[src/rtl/cache_mem_bridge.sv]
// cache_mem_bridge: cache per-word handshake to single-port synchronous SRAM.
// Writes are posted into a small FIFO and drained ahead of any read, so a read
// always observes every write accepted before it. SRAM read data is held by the
// SRAM after the strobe and sampled once the configured wait states elapse.
// Optional feature macro: CACHE_MEM_BRIDGE_PERF_EN adds saturating
// write/read/stall performance counters.
module cache_mem_bridge #(
   parameter int TOTAL_ADDR_W = 18,
   parameter int WBUF_DEPTH   = 4,
   parameter int WAIT_CYCLES  = 1
) (
   input  logic                    i_clk,
   input  logic                    i_rst,
   input  logic [TOTAL_ADDR_W-1:0] i_ADDR,
   input  logic [31:0]             i_WDATA,
   input  logic [3:0]              i_BMASK,
   input  logic                    i_WREN,
   input  logic                    i_VALID,
   output logic                    o_READY,
   output logic [31:0]             o_RDATA,
   output logic                    o_sram_EN,
   output logic                    o_sram_WE,
   output logic [TOTAL_ADDR_W-3:0] o_sram_ADDR,
   output logic [31:0]             o_sram_WDATA,
   output logic [3:0]              o_sram_BMASK,
   input  logic [31:0]             i_sram_RDATA,
   output logic                    o_wbuf_empty
`ifdef CACHE_MEM_BRIDGE_PERF_EN
   ,
   output logic [31:0]             o_perf_wr_cnt,
   output logic [31:0]             o_perf_rd_cnt,
   output logic [31:0]             o_perf_stall_cnt
`endif
);

   localparam int AW = TOTAL_ADDR_W - 2;
   localparam int PW = $clog2(WBUF_DEPTH);
   localparam int WW = $clog2(WAIT_CYCLES + 2);

   typedef enum logic [1:0] {IDLE, WR_BUSY, RD_WAIT, RD_RESP} state_t;

   state_t          state, state_nx;
   logic [AW-1:0]   fifo_addr [WBUF_DEPTH];
   logic [31:0]     fifo_data [WBUF_DEPTH];
   logic [3:0]      fifo_mask [WBUF_DEPTH];
   logic [PW-1:0]   wr_ptr, rd_ptr;
   logic [PW:0]     count;
   logic [WW-1:0]   wait_cnt, wait_nx;
   logic [31:0]     rdata_q;
   logic            full, empty, push, pop, capture, rd_ready, sram_en;
   logic            unused_addr_lsb;

   assign unused_addr_lsb = ^i_ADDR[1:0];

   assign full  = (count == (PW+1)'(WBUF_DEPTH));
   assign empty = (count == '0);
   // A full FIFO refuses the write even if a pop frees a slot this cycle.
   assign push  = i_VALID & i_WREN & ~full;

   // Reset gates the combinational handshake/strobe so outputs read idle during reset.
   assign o_READY      = ~i_rst & (push | rd_ready);
   assign o_sram_EN    = ~i_rst & sram_en;
   assign o_RDATA      = rdata_q;
   assign o_wbuf_empty = empty & (state == IDLE);

   // Write-buffer storage; contents need no reset since the pointers are cleared.
   always_ff @(posedge i_clk) begin
      if (push) begin
         fifo_addr[wr_ptr] <= i_ADDR[TOTAL_ADDR_W-1:2];
         fifo_data[wr_ptr] <= i_WDATA;
         fifo_mask[wr_ptr] <= i_BMASK;
      end
   end

   // Write-buffer pointers and occupancy.
   always_ff @(posedge i_clk or posedge i_rst) begin
      if (i_rst) begin
         wr_ptr <= '0;
         rd_ptr <= '0;
         count  <= '0;
      end else begin
         if (push) wr_ptr <= wr_ptr + PW'(1);
         if (pop)  rd_ptr <= rd_ptr + PW'(1);
         if (push && !pop)      count <= count + (PW+1)'(1);
         else if (pop && !push) count <= count - (PW+1)'(1);
      end
   end

   // State, wait-state counter and read data register.
   always_ff @(posedge i_clk or posedge i_rst) begin
      if (i_rst) begin
         state    <= IDLE;
         wait_cnt <= '0;
         rdata_q  <= '0;
      end else begin
         state    <= state_nx;
         wait_cnt <= wait_nx;
         if (capture) rdata_q <= i_sram_RDATA;
      end
   end

   // Next-state and SRAM command: drain buffered writes before starting a read.
   always_comb begin
      state_nx     = state;
      wait_nx      = wait_cnt;
      pop          = 1'b0;
      capture      = 1'b0;
      rd_ready     = 1'b0;
      sram_en      = 1'b0;
      o_sram_WE    = 1'b0;
      o_sram_ADDR  = fifo_addr[rd_ptr];
      o_sram_WDATA = fifo_data[rd_ptr];
      o_sram_BMASK = fifo_mask[rd_ptr];
      case (state)
         IDLE: begin
            if (!empty) begin
               sram_en   = 1'b1;
               o_sram_WE = 1'b1;
               pop       = 1'b1;
               if (WAIT_CYCLES > 0) begin
                  wait_nx  = WW'(WAIT_CYCLES);
                  state_nx = WR_BUSY;
               end
            end else if (i_VALID && !i_WREN) begin
               sram_en      = 1'b1;
               o_sram_ADDR  = i_ADDR[TOTAL_ADDR_W-1:2];
               o_sram_BMASK = '0;
               wait_nx      = WW'(WAIT_CYCLES);
               state_nx     = RD_WAIT;
            end
         end
         WR_BUSY: begin
            wait_nx = wait_cnt - WW'(1);
            if (wait_cnt == WW'(1)) state_nx = IDLE;
         end
         RD_WAIT: begin
            if (wait_cnt == '0) begin
               capture  = 1'b1;
               state_nx = RD_RESP;
            end else begin
               wait_nx = wait_cnt - WW'(1);
            end
         end
         RD_RESP: begin
            rd_ready = i_VALID & ~i_WREN;
            state_nx = IDLE;
         end
         default: state_nx = IDLE;
      endcase
   end

`ifdef CACHE_MEM_BRIDGE_PERF_EN
   // Saturating counters: accepted writes, completed reads, stalled request cycles.
   always_ff @(posedge i_clk or posedge i_rst) begin
      if (i_rst) begin
         o_perf_wr_cnt    <= '0;
         o_perf_rd_cnt    <= '0;
         o_perf_stall_cnt <= '0;
      end else begin
         if (push && !(&o_perf_wr_cnt))    o_perf_wr_cnt <= o_perf_wr_cnt + 32'd1;
         if (rd_ready && !(&o_perf_rd_cnt)) o_perf_rd_cnt <= o_perf_rd_cnt + 32'd1;
         if (i_VALID && !o_READY && !(&o_perf_stall_cnt))
            o_perf_stall_cnt <= o_perf_stall_cnt + 32'd1;
      end
   end
`endif

endmodule

[config.mk]
export PLATFORM = sky130hd
export DESIGN_NAME = cache_mem_bridge
export DESIGN_NICKNAME = d
export VERILOG_FILES = /design/src/rtl/cache_mem_bridge.sv
export SDC_FILE = /design/constraint.sdc
export NUM_CORES = 1
export LEC_CHECK = 0
export BUFFER_PORTS_ARGS = -buffer_cell sky130_fd_sc_hd__buf_2
export CAP_MARGIN = 0
export CORE_UTILIZATION = 62
export CTS_BUF_LIST = sky130_fd_sc_hd__clkbuf_2
export DETAILED_ROUTE_END_ITERATION = 8
export PLACE_DENSITY = 0.88
export REMOVE_ABC_BUFFERS = 1
export SYNTH_ARGS = -nofsm -noshare
export SYNTH_HDL_FRONTEND = slang
export SYNTH_SLANG_ARGS = --single-unit
[constraint.sdc]
create_clock -name i_clk -period 3.94 [get_ports i_clk]
set_input_delay 0.788 -clock i_clk [delete_from_list [all_inputs] [get_ports i_clk]]
set_output_delay 0.788 -clock i_clk [all_outputs]
set_load 0.01 [all_outputs]
======== Word level (Yosys, flattened, before mapping) ========
Memory sizes are Yosys's and may differ from the RTL's.
Index checks and enable logic that the tools add are counted.
W data, S select, Z words.
storage, ports and cells
  memories ................................ 3
  memory bits (writable) .................. 208
  bits in registers ....................... 43
operators by class
  multiplexer cells ....................... 27
  bitwise logic cells ..................... 10
  eq/ne operators ......................... 9
  reduce and logical (&&, ||, !) cells .... 13
  add/sub/neg operators ................... 5
memory list
  memory     words  width  read ports  clocked after Yosys merged registers in  wr ports  line  source
  fifo_data  4      32     1           0                                        1         44    logic [31:0] fifo_data [WBUF_DEPTH];
  fifo_addr  4      16     1           0                                        1         43    logic [AW-1:0] fifo_addr [WBUF_DEPTH];
  fifo_mask  4      4      1           0                                        1         45    logic [3:0] fifo_mask [WBUF_DEPTH];
operators by type and width
  cell                   count
  $mux W16               3
  $mux W2                7
  $mux W4                3
  $mux W1                10
  $pmux W2 S4            1
  $and A1 B1 Y1          6
  $mux W3                2
  $ne A2 B2 Y1 const B   3
  $pmux W2 S3            1
  $reduce_and A3 Y1      2
  $add A2 B1 Y2 const B  2
  $eq A2 B1 Y1 const B   2
  $eq A2 B2 Y1 const B   2
  $logic_not A2 Y1       2
  $add A3 B1 Y3 const B  1
  $eq A3 B3 Y1 const B   1
  $logic_and A1 B1 Y1    3
  $logic_not A1 Y1       3
  $logic_not A3 Y1       1
  $ne A3 B2 Y1 const B   1
  $not A1 Y1             3
  $reduce_bool A3 Y1     1
  $sub A3 B1 Y3 const B  1
  $reduce_bool A2 Y1     1
  other kinds (2)        2

======== Depth between registers and ports, before layout ========
  depth after elaboration ................. 7
  gate-level depth with buffers ........... 10
  mapped depth without buffers ............ 10

======== Worst setup path before layout ========
No wires, ideal clock.
  path kind ............................... input to register
  start ................................... input port i_WREN
  end ..................................... memory fifo_addr[0][0] (netlist bit) (enable)
  path buffers ............................ 0
  data arrival time ....................... 2.365 ns
  setup time .............................. 0.415 ns
  stages .................................. 3
  path slack .............................. 1.160 ns
  path through ............................ nand2_1 -> a21oi_2 -> and2_1
on the way
  longest elaborated chain between the ends .. 4
RTL lines
  element                        line  source
  from (decl)                    17    input logic i_WREN,
  $and A1 B1 Y1 (2 in a row)     58    assign push = i_VALID & i_WREN & ~full;
  via push                       50    logic full, empty, push, pop, capture, rd_ready, sram_en;
  $mux W1                        68    if (push) begin
  $mux W1 (not written as such)  69    fifo_addr[wr_ptr] <= i_ADDR[TOTAL_ADDR_W-1:2];
  to (decl)                      43
The timed path passes the listed nets, and every way through them passes these cells.

======== Final worst setup path ========
  start ................................... register rd_ptr[0]
  end ..................................... output port o_sram_BMASK[2]
on the way
  longest elaborated chain between the ends .. 4
RTL lines
  element                 line  source
  from (decl)             46    logic [PW-1:0] wr_ptr, rd_ptr;
  from (signal assigned)  83    if (pop) rd_ptr <= rd_ptr + PW'(1);
  $mem_v2 Z4 W4 (*)       -
  $mux W4                 124   end else if (i_VALID && !i_WREN) begin
  $mux W4                 116   if (!empty) begin
  $mux W4 (*)             114   case (state)
  to (decl)               25    output logic [3:0] o_sram_BMASK,
Every way passes the cells marked *; elsewhere a longest branch is shown, timed or not.

==> impl_metrics.json <==
{
  "status": "completed",
  "route.detailed.drc": 0,
  "reg2reg_to": "fifo_data[0][8]",
  "intPower_mw": 5.33,
  "die_w_um": 127,
  "critPathArrivalTime_ns": 2.76,
  "post-cts-setup-buffers": 0,
  "switching_share_pct": 31.2,
  "finalCritPeriodShare_pct": 90.0,
  "cts_tree": "done",
  "rows": 45,
  "endpoint": "o_sram_BMASK[2]",
  "hold_buffers": 0,
  "die_area_sq_um": 16100,
  "ys_types": 36,
  "die_h_um": 127,
  "setup_violations": 0,
  "setup_tns_ns": 0,
  "io_buffer_count": 175,
  "placed_area_sq_um": 10900,
  "drt-initial-drc-count": 333,
  "regArea_sq_um": 7330,
  "irDropWorstVdd_mv": 0.466,
  "numCtsBuffers": 55,
  "synthCells": 437,
  "multiInputGateArea_sq_um": 2220,
  "wl_um": 17500,
  "critPathKind": "reg -> out",
  "power.switching_mw": 2.42,
  "coreArea_sq_um": 15300,
  "seq_area_frac_synth_pct": 75.5,
  "hp-class": "in -> async",
  "dr.pass1.iters": 4,
  "grt_pass1_vias": 5425,
  "grt_overflow": 0,
  "clockBufferDepth": 3,
  "netlist_area_sq_um": 9700,
  "yosysWarnings": 0,
  "start_util_pct": 63.5,
  "drv_slew": 0,
  "r2r-start": "count[0]",
  "period_needed_ns": 3.54,
  "cts_resized": 0,
  "clkLatencyLatePin_ns": 0.80,
  "hold_viol_final": 0,
  "area_delta_synth_final_pct": 17.3,
  "final_core_util_pct": 74.5,
  "timing.final.ws_setup_ns": 0.396,
  "vias": 4995,
  "cts-root-buf": "clkbuf_2",
  "synth-seq-cells": 251,
  "end_kind": "primary output",
  "p_leak_nw": 4.36,
  "grt.total_usage_pct": 22.8,
  "viasPerCell": 5.45,
  "startpoint_type": "register",
  "worstSetupStartpoint": "rd_ptr[0]",
  "hpwl_um": 11200,
  "worstPathRequired_ns": 3.15,
  "power_frac_clock_pct": 20.1,
  "tightest_slew_ns": 1.31,
  "relSlewSlack_pct": 12.4,
  "h-tree-depth": 2,
  "dp_slack_ns": 1.04,
  "fmax_mhz": 282,
  "antenna_left": 0,
  "antenna_found_initial": 1,
  "grt_first_pass_wirelength_um": 27400,
  "grt_max_degree": 44,
  "clkTransAtPathRegs_ns": 0.12,
  "final_nets": 766,
  "worstRegToRegCells": 4,
  "clock_sinks": 251,
  "skew_ns": 0.0797,
  "drive_gt1_share_pct": 55.4,
  "rrSetupSlack_ns": 1.56,
  "rsz0062_at_grt": "no",
  "p_seq_share_pct": 47.5,
  "crit_fanout": 36,
  "ios": 178,
  "wl_per_cell_um": 19.1,
  "maxCapViolCount": 0,
  "gp_congestion": 0.759,
  "postSynthAreaPerCell_sq_um": 22.2,
  "p_comb_share_pct": 32.3,
  "powerDensity_nw_per_um2": 682,
  "fill_cells": 897,
  "final_area_sq_um": 11400
}
power groups by stage:
| stage | clock network (mW) | logic [mW] | registers, mW |
|---|---|---|---|
| floorplan | 0 | 1.49 | 3.84 |
| global placement | 0 | 2.45 | 3.71 |
| detailed placement | 0 | 2.52 | 3.76 |
| CTS | 1.62 | 2.54 | 3.70 |
| global route | 1.76 | 2.69 | 3.75 |
| finish | 1.56 | 2.51 | 3.68 |
layout make-up:
cell class | instances | share of cell area (%)
diodes | 2 | 0.0440
clock buffers | 89 | 3.92
clock inverters | 9 | 0.550
inverters | 10 | 0.330
multi-input cells | 159 | 19.5
flip-flops and latches | 251 | 64.4
well taps | 211 | 2.32
repair buffers | 186 | 8.87
placed cells by master, fill, tap and decap left out, drive strengths merged, types with 2 or more instances in the layout:
cell type	instances
xnor2	3
buf	186
diode	2
nand2	4
nor3	2
dfrtp	43
edfxtp	208
xor2	3
mux4	52
inv	11
ha	12
a211oi	2
clkbuf	89
nand2b	2
nor2b	7
a21oi	2
mux2	51
clkinv	7
nor2	2
and2	6
synthesized netlist by cell type, drive strengths merged:
| master | n | area share [%] |
|---|---|---|
| edfxtp | 208 | 64 |
| mux4 | 52 | 12 |
| mux2 | 51 | 5.9 |
| dfrtp | 43 | 11 |
| buf | 16 | 1.2 |
| ha | 12 | 1.5 |
| inv | 10 | 0.39 |
| nor2b | 7 | 0.45 |
| and2 | 6 | 0.39 |
| nand2 | 4 | 0.15 |
| xnor2 | 3 | 0.27 |
| xor2 | 3 | 0.27 |
| a211oi | 2 | 0.15 |
| a21oi | 2 | 0.14 |
| nand2b | 2 | 0.13 |
| nor2 | 2 | 0.077 |
| nor3 | 2 | 0.15 |
| a21o | 1 | 0.077 |
| a221oi | 1 | 0.090 |
| a31o | 1 | 0.090 |
| and3 | 1 | 0.065 |
| clkbuf | 1 | 0.039 |
| fa | 1 | 0.21 |
| mux2i | 1 | 0.10 |
| o21a | 1 | 0.077 |
| o22ai | 1 | 0.065 |
| o31a | 1 | 0.090 |
| o32ai | 1 | 0.090 |
| or2 | 1 | 0.065 |
state kept, by name (all words and copies together), names as in the netlist:
| register | count |
|---|---|
| fifo_data | 128 |
| fifo_addr | 64 |
| o_RDATA | 32 |
| rd_ptr | 2 |
| wait_cnt | 2 |
| count | 3 |
| fifo_mask | 16 |
| wr_ptr | 2 |
| state | 2 |
worst max-delay path, cell delays in order, from the launching register on:
cell	delay, ns
dfrtp_4	0.89
buf_4	0.29
mux4_2	0.49
nor2b_1	0.15
buf_2	0.15
worst min-delay path by stage:
stage | from | slack [ns] | depth (start not counted) | to
after detailed placement | o_RDATA[1] | 0.49 | 1 | o_RDATA[1]
after CTS | i_rst | 0.11 | 3 | o_RDATA[1]
after floorplan | wait_cnt[1] | 0.51 | 2 | wait_cnt[1]
after global placement | o_RDATA[3] | 0.48 | 1 | o_RDATA[3]
final | i_rst | 0.17 | 3 | o_RDATA[1]
after global routing | i_WDATA[2] | 0.12 | 1 | fifo_data[0][2]
per-layer routing:
layer	wire length [um]	part of all wire [%]	GRT usage, %	up-vias
li1	-	-	-	2246
met4	382	2.2	10.2	0
met5	0	0	0	-
met3	856	4.9	4.98	37
met1	6750	38	27.3	2548
met2	9560	54	40.0	164
stage by stage:
step / power (mW) / hold WS [ns] / instances
2_1_floorplan: 5.33 / 0.509 / 420
3_3_place_gp: 6.16 / 0.483 / 817
3_5_place_dp: 6.28 / 0.487 / 817
4_1_cts: 7.86 / 0.111 / 915
5_1_grt: 8.20 / 0.118 / 917
6_report: 7.76 / 0.169 / 917
logic make-up after synthesis:
kind of cell / after synthesis / share of synthesized area [%]
buffers and inverters: 27 / 1.64
XOR/XNOR: 6 / 0.542
flip-flops: 251 / 75.5
adder cells (fa/ha/maj): 13 / 1.76
multiplexers: 104 / 18.2
AND/OR/NAND/NOR: 25 / 1.48
AO/OA/AOI/OAI: 11 / 0.878
(Power assumes the default switching activity.)
